### src/rtl/tia_pkg.sv
// Shared constants for the TIA horizontal-count style polynomial counters.
package tia_pkg;

    localparam int TIA_HCOUNT_WIDTH = 6;
    localparam logic [TIA_HCOUNT_WIDTH-1:0] TIA_HCOUNT_WRAP = 6'b010100;
    localparam int TIA_TAP_A = 0;
    localparam int TIA_TAP_B = 1;

    // Two-phase sequencer: a phase-1 step stages NEXT(count), a phase-2 step commits it.
    localparam logic [0:0] PH_ONE = 1'b0;
    localparam logic [0:0] PH_TWO = 1'b1;

endpackage

### src/rtl/tia_d1x.sv
// One counter bit: a phase-1 staging latch feeding a phase-2 committed register.
module tia_d1x (
    input  logic clk,
    input  logic reset_n,
    input  logic clr,
    input  logic ph1_en,
    input  logic ph2_en,
    input  logic next_bit,
    output logic tap_bit,
    output logic count_bit
);

    logic tap_q;
    logic tap_d;
    logic count_q;
    logic count_d;

    always_comb begin
        tap_d   = tap_q;
        count_d = count_q;
        if (clr) begin
            tap_d   = 1'b0;
            count_d = 1'b0;
        end else begin
            if (ph1_en) tap_d   = next_bit;
            if (ph2_en) count_d = tap_q;
        end
    end

    always_ff @(posedge clk or negedge reset_n) begin
        if (!reset_n) begin
            tap_q   <= 1'b0;
            count_q <= 1'b0;
        end else begin
            tap_q   <= tap_d;
            count_q <= count_d;
        end
    end

    assign tap_bit   = tap_q;
    assign count_bit = count_q;

endmodule

### src/rtl/tia_poly_counter.sv
// Two-phase XNOR polynomial counter: WIDTH tia_d1x bit cells plus shared feedback,
// wrap decode and phase sequencing. All outputs are straight from flops.
module tia_poly_counter
    import tia_pkg::*;
#(
    parameter int               WIDTH = TIA_HCOUNT_WIDTH,
    parameter logic [WIDTH-1:0] WRAP  = WIDTH'(TIA_HCOUNT_WRAP),
    parameter int               TAP_A = TIA_TAP_A,
    parameter int               TAP_B = TIA_TAP_B
) (
    input  logic             clk,
    input  logic             reset_n,
    input  logic             en,
    input  logic             clr,
    output logic             phi1,
    output logic             phi2,
    output logic [WIDTH-1:0] tap,
    output logic [WIDTH-1:0] count,
    output logic             wrap
);

    logic [0:0]       ph_q;
    logic [0:0]       ph_d;
    logic             phi1_q;
    logic             phi1_d;
    logic             phi2_q;
    logic             phi2_d;
    logic             wrap_q;
    logic             wrap_d;
    logic             step1;
    logic             step2;
    logic             fb;
    logic [WIDTH-1:0] next_val;
    logic [WIDTH-1:0] tap_w;
    logic [WIDTH-1:0] count_w;

    // clr overrides en, so a cleared clk is never a step of either phase.
    assign step1 = en && !clr && (ph_q == PH_ONE);
    assign step2 = en && !clr && (ph_q == PH_TWO);

    // All-ones is the XNOR lockup state; it escapes to zero like the wrap state.
    always_comb begin
        fb       = ~(count_w[TAP_A] ^ count_w[TAP_B]);
        next_val = {fb, count_w[WIDTH-1:1]};
        if (count_w == WRAP) begin
            next_val = '0;
        end else if (&count_w) begin
            next_val = '0;
        end
    end

    always_comb begin
        ph_d   = ph_q;
        phi1_d = step1;
        phi2_d = step2;
        wrap_d = step2 && (count_w == WRAP) && (tap_w == '0);
        if (clr) begin
            ph_d = PH_ONE;
        end else if (en) begin
            ph_d = ~ph_q;
        end
    end

    always_ff @(posedge clk or negedge reset_n) begin
        if (!reset_n) begin
            ph_q   <= PH_ONE;
            phi1_q <= 1'b0;
            phi2_q <= 1'b0;
            wrap_q <= 1'b0;
        end else begin
            ph_q   <= ph_d;
            phi1_q <= phi1_d;
            phi2_q <= phi2_d;
            wrap_q <= wrap_d;
        end
    end

    for (genvar i = 0; i < WIDTH; i++) begin : g_bit
        tia_d1x u_bit (
            .clk       (clk),
            .reset_n   (reset_n),
            .clr       (clr),
            .ph1_en    (step1),
            .ph2_en    (step2),
            .next_bit  (next_val[i]),
            .tap_bit   (tap_w[i]),
            .count_bit (count_w[i])
        );
    end

    assign phi1  = phi1_q;
    assign phi2  = phi2_q;
    assign wrap  = wrap_q;
    assign tap   = tap_w;
    assign count = count_w;

endmodule

### config.mk
export PLATFORM = sky130hd
export DESIGN_NAME = tia_poly_counter
export DESIGN_NICKNAME = d
export VERILOG_FILES = /design/src/rtl/tia_pkg.sv /design/src/rtl/tia_d1x.sv /design/src/rtl/tia_poly_counter.sv
export SDC_FILE = /design/constraint.sdc
export NUM_CORES = 1
export LEC_CHECK = 0
export CELL_PAD_IN_SITES_DETAIL_PLACEMENT = 0
export CELL_PAD_IN_SITES_GLOBAL_PLACEMENT = 1
export CORE_MARGIN = 1.5
export CORE_UTILIZATION = 35
export DETAILED_ROUTE_END_ITERATION = 6
export HOLD_SLACK_MARGIN = 0.12
export PLACE_DENSITY_LB_ADDON = 0.1
export SYNTH_ARGS = -nofsm -noshare
export SYNTH_HDL_FRONTEND = slang
export SYNTH_HIERARCHICAL = 1
export SYNTH_SLANG_ARGS = --single-unit
### constraint.sdc
create_clock -name clk -period 1.88 [get_ports clk]
set_input_delay 0.188 -clock clk [delete_from_list [all_inputs] [get_ports clk]]
set_output_delay 0.188 -clock clk [all_outputs]
set_load 0.01 [all_outputs]
==> results.cfg, run 1 <==
[global_route]
first_global_vias = 545
grtUsageTotal = 0.142
antenna_found_initial = 0
grt_pass1_wl_um = 2540
grt_max_degree = 17
grt_overflow = 0

[setup_path]
cpPeakStageDelay_ps = 420
cp_cell_sequence = inv_1 > ha_1 > or3b_4 > a21oi_2 > nor2b_1 > mux2i_1 > nor2_1
r2r_cells = 7
reg2reg_to = g_bit[1].u_bit/tap_bit
startpoint_type = flip-flop
crit_slowest_cell = dfrtp_1
crit_arrival_ps = 1780
reg2reg_slack_ps = 260
cp.buffers_inverters = 1
r2r_start = g_bit[1].u_bit/count_bit
crit_end = g_bit[1].u_bit/tap_bit
cp.depth = 7
cpLargestDelayFamily = simple AND/OR/NAND/NOR gates
path_max_fanout = 4
startpoint = g_bit[1].u_bit/count_bit
worst_setup_path_end_kind = flip-flop
path_class = flip-flop to flip-flop
worstPathRequired_ps = 2040

[synthesis]
ys_top_cells_by_count = dfrtp_1, nor2_1, mux2i_1
synth_area_um2 = 723
ys_ff_latch = 16
synth_area_leader_cell = dfrtp_1
synth-edff-count = 0
syn_nets = 69
syn_inst = 63
syn_area_per_cell_um2 = 11.5
ys.flop_type = dfrtp_1
synth_top_area_share = 0.554
ys_async_sr_fraction = 1.00
synthTopCellsByArea = dfrtp_1, mux2i_1, nor2_1, ha_1, o21a_1
seq_area_frac_synth = 0.554
yosysMostFrequentCell = dfrtp_1
ys_warn_count = 6
synthDistinctLibCells = 17

[cells_and_area]
fin_util = 0.501
fin_nets = 95
n_antenna_cell = 0
fin_cells = 114
regArea_um2 = 400
areaGrowthSynthToFinish_pct = 35.8
fill_cells = 201
multi_input_area_um2 = 315
drive_above_1_share = 0.103
final_cell_area_um2 = 982

[timing]
tns_ps = 0
setup_slack_ps = 259
max_freq_mhz = 617
finalMaxSlewViolations = 0
clock_skew_ps = 2.25
finalCritPeriodShare = 0.862
rsz0062_at_grt = false
worst_slew_pin_slew_ps = 431
max-slew-margin-rel = 0.713
whs_ps = 229
finalHoldViolations = 0
fin_crit_ps = 1620
setup_viol = 0

[routing]
routed-via-count = 546
drc = 0
first_pass_iters = 4
drt_iter0_markers = 17
post_drt_wl_per_cell_um = 13.3
totalWireLength_um = 1520
drtAntennaViolNets = 0
viasPerCell = 4.79

[floorplan]
initial_core_util = 0.369
dieArea_um2 = 2350
placementRows = 16
fp.dieW_um = 48.5
core_um2 = 1960
num_io_pins = 19
die_h_um = 48.5

[placement]
dpl.hpwl_um = 1120
place_ws_ps = 230
dp.cells = 111
portBuffers = 18
gp_congestion = 0.772
detailed_place.area_um2 = 960

[worst_hold_path]
hold_class = input pin to async pin

[cts]
h-tree-depth = 1
tritoncts = built
clk_latency_ps = 270
cts_root_buf = clkbuf_4
cts_buffers = 3
post_cts_buffers = 0
path_clk_slew_ps = 90
cts.sinks = 16
clock_path_buffers = 2
cts_resized = 0
cts_hold_buffers = 0

[power_and_ir_drop]
p_leak_nw = 0.424
ir_drop_mv = 0.356
totalPowerFinal_mw = 0.580
p_per_area_nw_per_um2 = 591

[outcome]
status = finished, final reports clean

[job]
drv_cap = 0
==> placed cells by master (no fill, tap or decap), drive strengths merged <==
cell           count
nor4               2
and3b              1
nand3              1
ha                 2
and3               1
nand2              3
or3b               1
nor3b              1
dfrtp             16
clkdlybuf4s50     18
buf                3
inv                2
a21oi              1
mux2i             12
o21a               2
clkbuf             3
nor2              15
xnor2              1
nor2b              2
==> registers in the layout (all words and copies together), names as in the netlist <==
name                   cells
g_bit.u_bit/count_bit      6
wrap                       1
phi2                       1
g_bit.u_bit/tap_bit        6
ph_q                       1
phi1                       1
==> metal layers <==
| metal | vias to the layer above | track usage | share of wire |
|---|---|---|---|
| met5 | - | 0 | 0 |
| met2 | 16 | 0.208 | 0.46 |
| met4 | 0 | 0.0714 | 0.0092 |
| met1 | 265 | 0.195 | 0.47 |
| li1 | 263 | - | - |
| met3 | 2 | 0.0370 | 0.065 |
==> final cells by class <==
cell class | instances | share of cell area
Sequential cell | 16 | 0.408
Inverter | 2 | 0.00764
Tap cell | 27 | 0.0344
Clock buffer | 3 | 0.0229
Multi-Input combinational cell | 45 | 0.321
Timing Repair Buffer | 21 | 0.206
==> report_power, final <==
part	internal, mW	total (mW)	switching (mW)	leakage, nW
clock network	0.0742	0.171	0.0969	0.0138
logic	0.0274	0.0546	0.0273	0.190
registers	0.350	0.354	0.00455	0.221
==> kinds of logic (layout without fill, tap and decap cells) <==
kind of cell / Yosys count / in the layout / share of synthesized area
AO/OA/AOI/OAI: 3 / 3 / 0.0329
XOR/XNOR: 1 / 1 / 0.0121
adder cells (fa/ha/maj): 2 / 2 / 0.0346
buffers and inverters: 2 / 26 / 0.0104
flip-flops: 16 / 16 / 0.554
multiplexers: 12 / 12 / 0.166
AND/OR/NAND/NOR: 27 / 27 / 0.190
==> how the worst min path moves through the flow <==
stage	to	slack, ps	cells past startpoint
after floorplan	g_bit[0].u_bit/count_bit	-110	0
after global routing	g_bit[0].u_bit/count_bit	240	2
after CTS	g_bit[3].u_bit/tap_bit	230	2
after detailed placement	phi2	520	2
final	g_bit[3].u_bit/count_bit	230	2
after global placement	phi2	530	2
(Power assumes the default switching activity.)
==> run 2, diff against run 1 <==
--- a/config.mk
+++ b/config.mk
@@ -10,3 +10,3 @@
 export CORE_MARGIN = 1.5
-export CORE_UTILIZATION = 35
+export CORE_UTILIZATION = 38
 export DETAILED_ROUTE_END_ITERATION = 6
==> constraint.sdc (replaced) <==
create_clock -name clk -period 2 [get_ports clk]
set_input_delay 0.2 -clock clk [delete_from_list [all_inputs] [get_ports clk]]
set_output_delay 0.2 -clock clk [all_outputs]
set_load 0.02 [all_outputs]
==> results.cfg, run 2 (synthesis gave the netlist of run 1 again) <==
[routing]
viasPerCell = 4.85
totalWireLength_um = 1590
drt_iter0_markers = 7
routed-via-count = 548
drc = 0
drtAntennaViolNets = 0
first_pass_iters = 4
post_drt_wl_per_cell_um = 14.1

[setup_path]
crit_slowest_cell = dfrtp_1
startpoint_type = flip-flop
worstPathRequired_ps = 2180
cpPeakStageDelay_ps = 430
cp_cell_sequence = inv_1 > ha_1 > or3b_4 > a21oi_2 > nor2b_1 > mux2i_1 > nor2_1
cpLargestDelayFamily = simple AND/OR/NAND/NOR gates
reg2reg_to = g_bit[1].u_bit/tap_bit
worst_setup_path_end_kind = flip-flop
reg2reg_slack_ps = 330
cp.buffers_inverters = 1
path_class = flip-flop to flip-flop
r2r_start = g_bit[1].u_bit/count_bit
r2r_cells = 7
crit_arrival_ps = 1850
path_max_fanout = 4

[cts]
clock_path_buffers = 2
tritoncts = built
clk_latency_ps = 280
cts_root_buf = clkbuf_4
cts_resized = 0
h-tree-depth = 1
cts_buffers = 3
path_clk_slew_ps = 90
cts_hold_buffers = 0
post_cts_buffers = 0
cts.sinks = 16

[global_route]
grt_pass1_wl_um = 2470
grtUsageTotal = 0.172
grt_overflow = 0
grt_max_degree = 17
antenna_found_initial = 0
first_global_vias = 535

[outcome]
status = finished, final reports clean

[placement]
portBuffers = 18
place_ws_ps = 328
detailed_place.area_um2 = 957
dpl.hpwl_um = 1100
gp_congestion = 0.698

[floorplan]
core_um2 = 1760
dieArea_um2 = 2170
initial_core_util = 0.410
placementRows = 15
num_io_pins = 19
fp.dieW_um = 46.6
die_h_um = 46.6

[power_and_ir_drop]
ir_drop_mv = 0.345
totalPowerFinal_mw = 0.601
clockPowerShare = 0.353
p_leak_nw = 0.432
switchingPower_mw = 0.135
seqPwrFrac = 0.556
swShare = 0.225
combPwrFrac = 0.091
p_int_mw = 0.466
p_per_area_nw_per_um2 = 605

[timing]
clock_skew_ps = 2.62
finalHoldViolations = 0
max-slew-margin-rel = 0.718
setup_slack_ps = 335
setup_viol = 0
finalMaxSlewViolations = 0
tns_ps = 0
rsz0062_at_grt = false
finalCritPeriodShare = 0.833
fin_crit_ps = 1670
max_freq_mhz = 600
worst_slew_pin_slew_ps = 424

[cells_and_area]
fin_nets = 95
final_cell_mix = clkdlybuf4s50_1, dfrtp_1, nor2_1
regArea_um2 = 400
final_cell_area_um2 = 993
mostFrequentLayoutCell = clkdlybuf4s50_1
multi_input_area_um2 = 315
drive_above_1_share = 0.114
fill_cells = 174
n_antenna_cell = 0
areaGrowthSynthToFinish_pct = 37.4

[worst_hold_path]
hold_class = input pin to async pin

[job]
drv_cap = 0
==> run 2: layout make-up <==
cell class	instances	area share
clock buffer	4	0.0365
inverter	2	0.00756
multi-input combinational	45	0.317
sequential	16	0.403
tap	25	0.0315
timing repair buffer	21	0.204
==> run 2: worst register-to-register path, stage by stage, from the launching register on <==
cell and delay (ps):
dfrtp_1 430, inv_1 90, ha_1 150, or3b_4 390, a21oi_2 250, nor2b_1 80
mux2i_1 130, nor2_1 50
==> run 2: worst max-delay path by stage <==
stage                                   startpoint                endpoint  depth (start not counted)
after floorplan           g_bit[1].u_bit/count_bit  g_bit[1].u_bit/tap_bit                          7
after global placement    g_bit[1].u_bit/count_bit  g_bit[3].u_bit/tap_bit                          7
after detailed placement  g_bit[1].u_bit/count_bit  g_bit[3].u_bit/tap_bit                          7
after CTS                 g_bit[1].u_bit/count_bit  g_bit[3].u_bit/tap_bit                          7
after global routing      g_bit[1].u_bit/count_bit  g_bit[0].u_bit/tap_bit                          7
final                     g_bit[1].u_bit/count_bit  g_bit[1].u_bit/tap_bit                          7
==> run 2: per-stage QoR <==
step	util	std cells	hold slack [ps]
floorplan	-	63	-95.6
global placement	0.543	109	542
detailed placement	0.543	109	543
CTS	0.563	113	227
global route	0.563	113	236
finish	0.563	113	230
==> run 2: metal layers <==
layer	track usage	wire [µm]	share of wire
met5	0	0	0
met4	0.0833	12	0.0075
met3	0.0353	56	0.035
met2	0.267	778	0.49
met1	0.228	745	0.47
==> run 2: power groups by stage <==
stage / combinational [mW] / clock (mW) / sequential (mW)
after floorplan: 0.0179 / 0 / 0.344
after global placement: 0.0547 / 0 / 0.340
after detailed placement: 0.0552 / 0 / 0.341
after CTS: 0.0556 / 0.220 / 0.334
after global routing: 0.0588 / 0.235 / 0.335
final: 0.0548 / 0.212 / 0.334
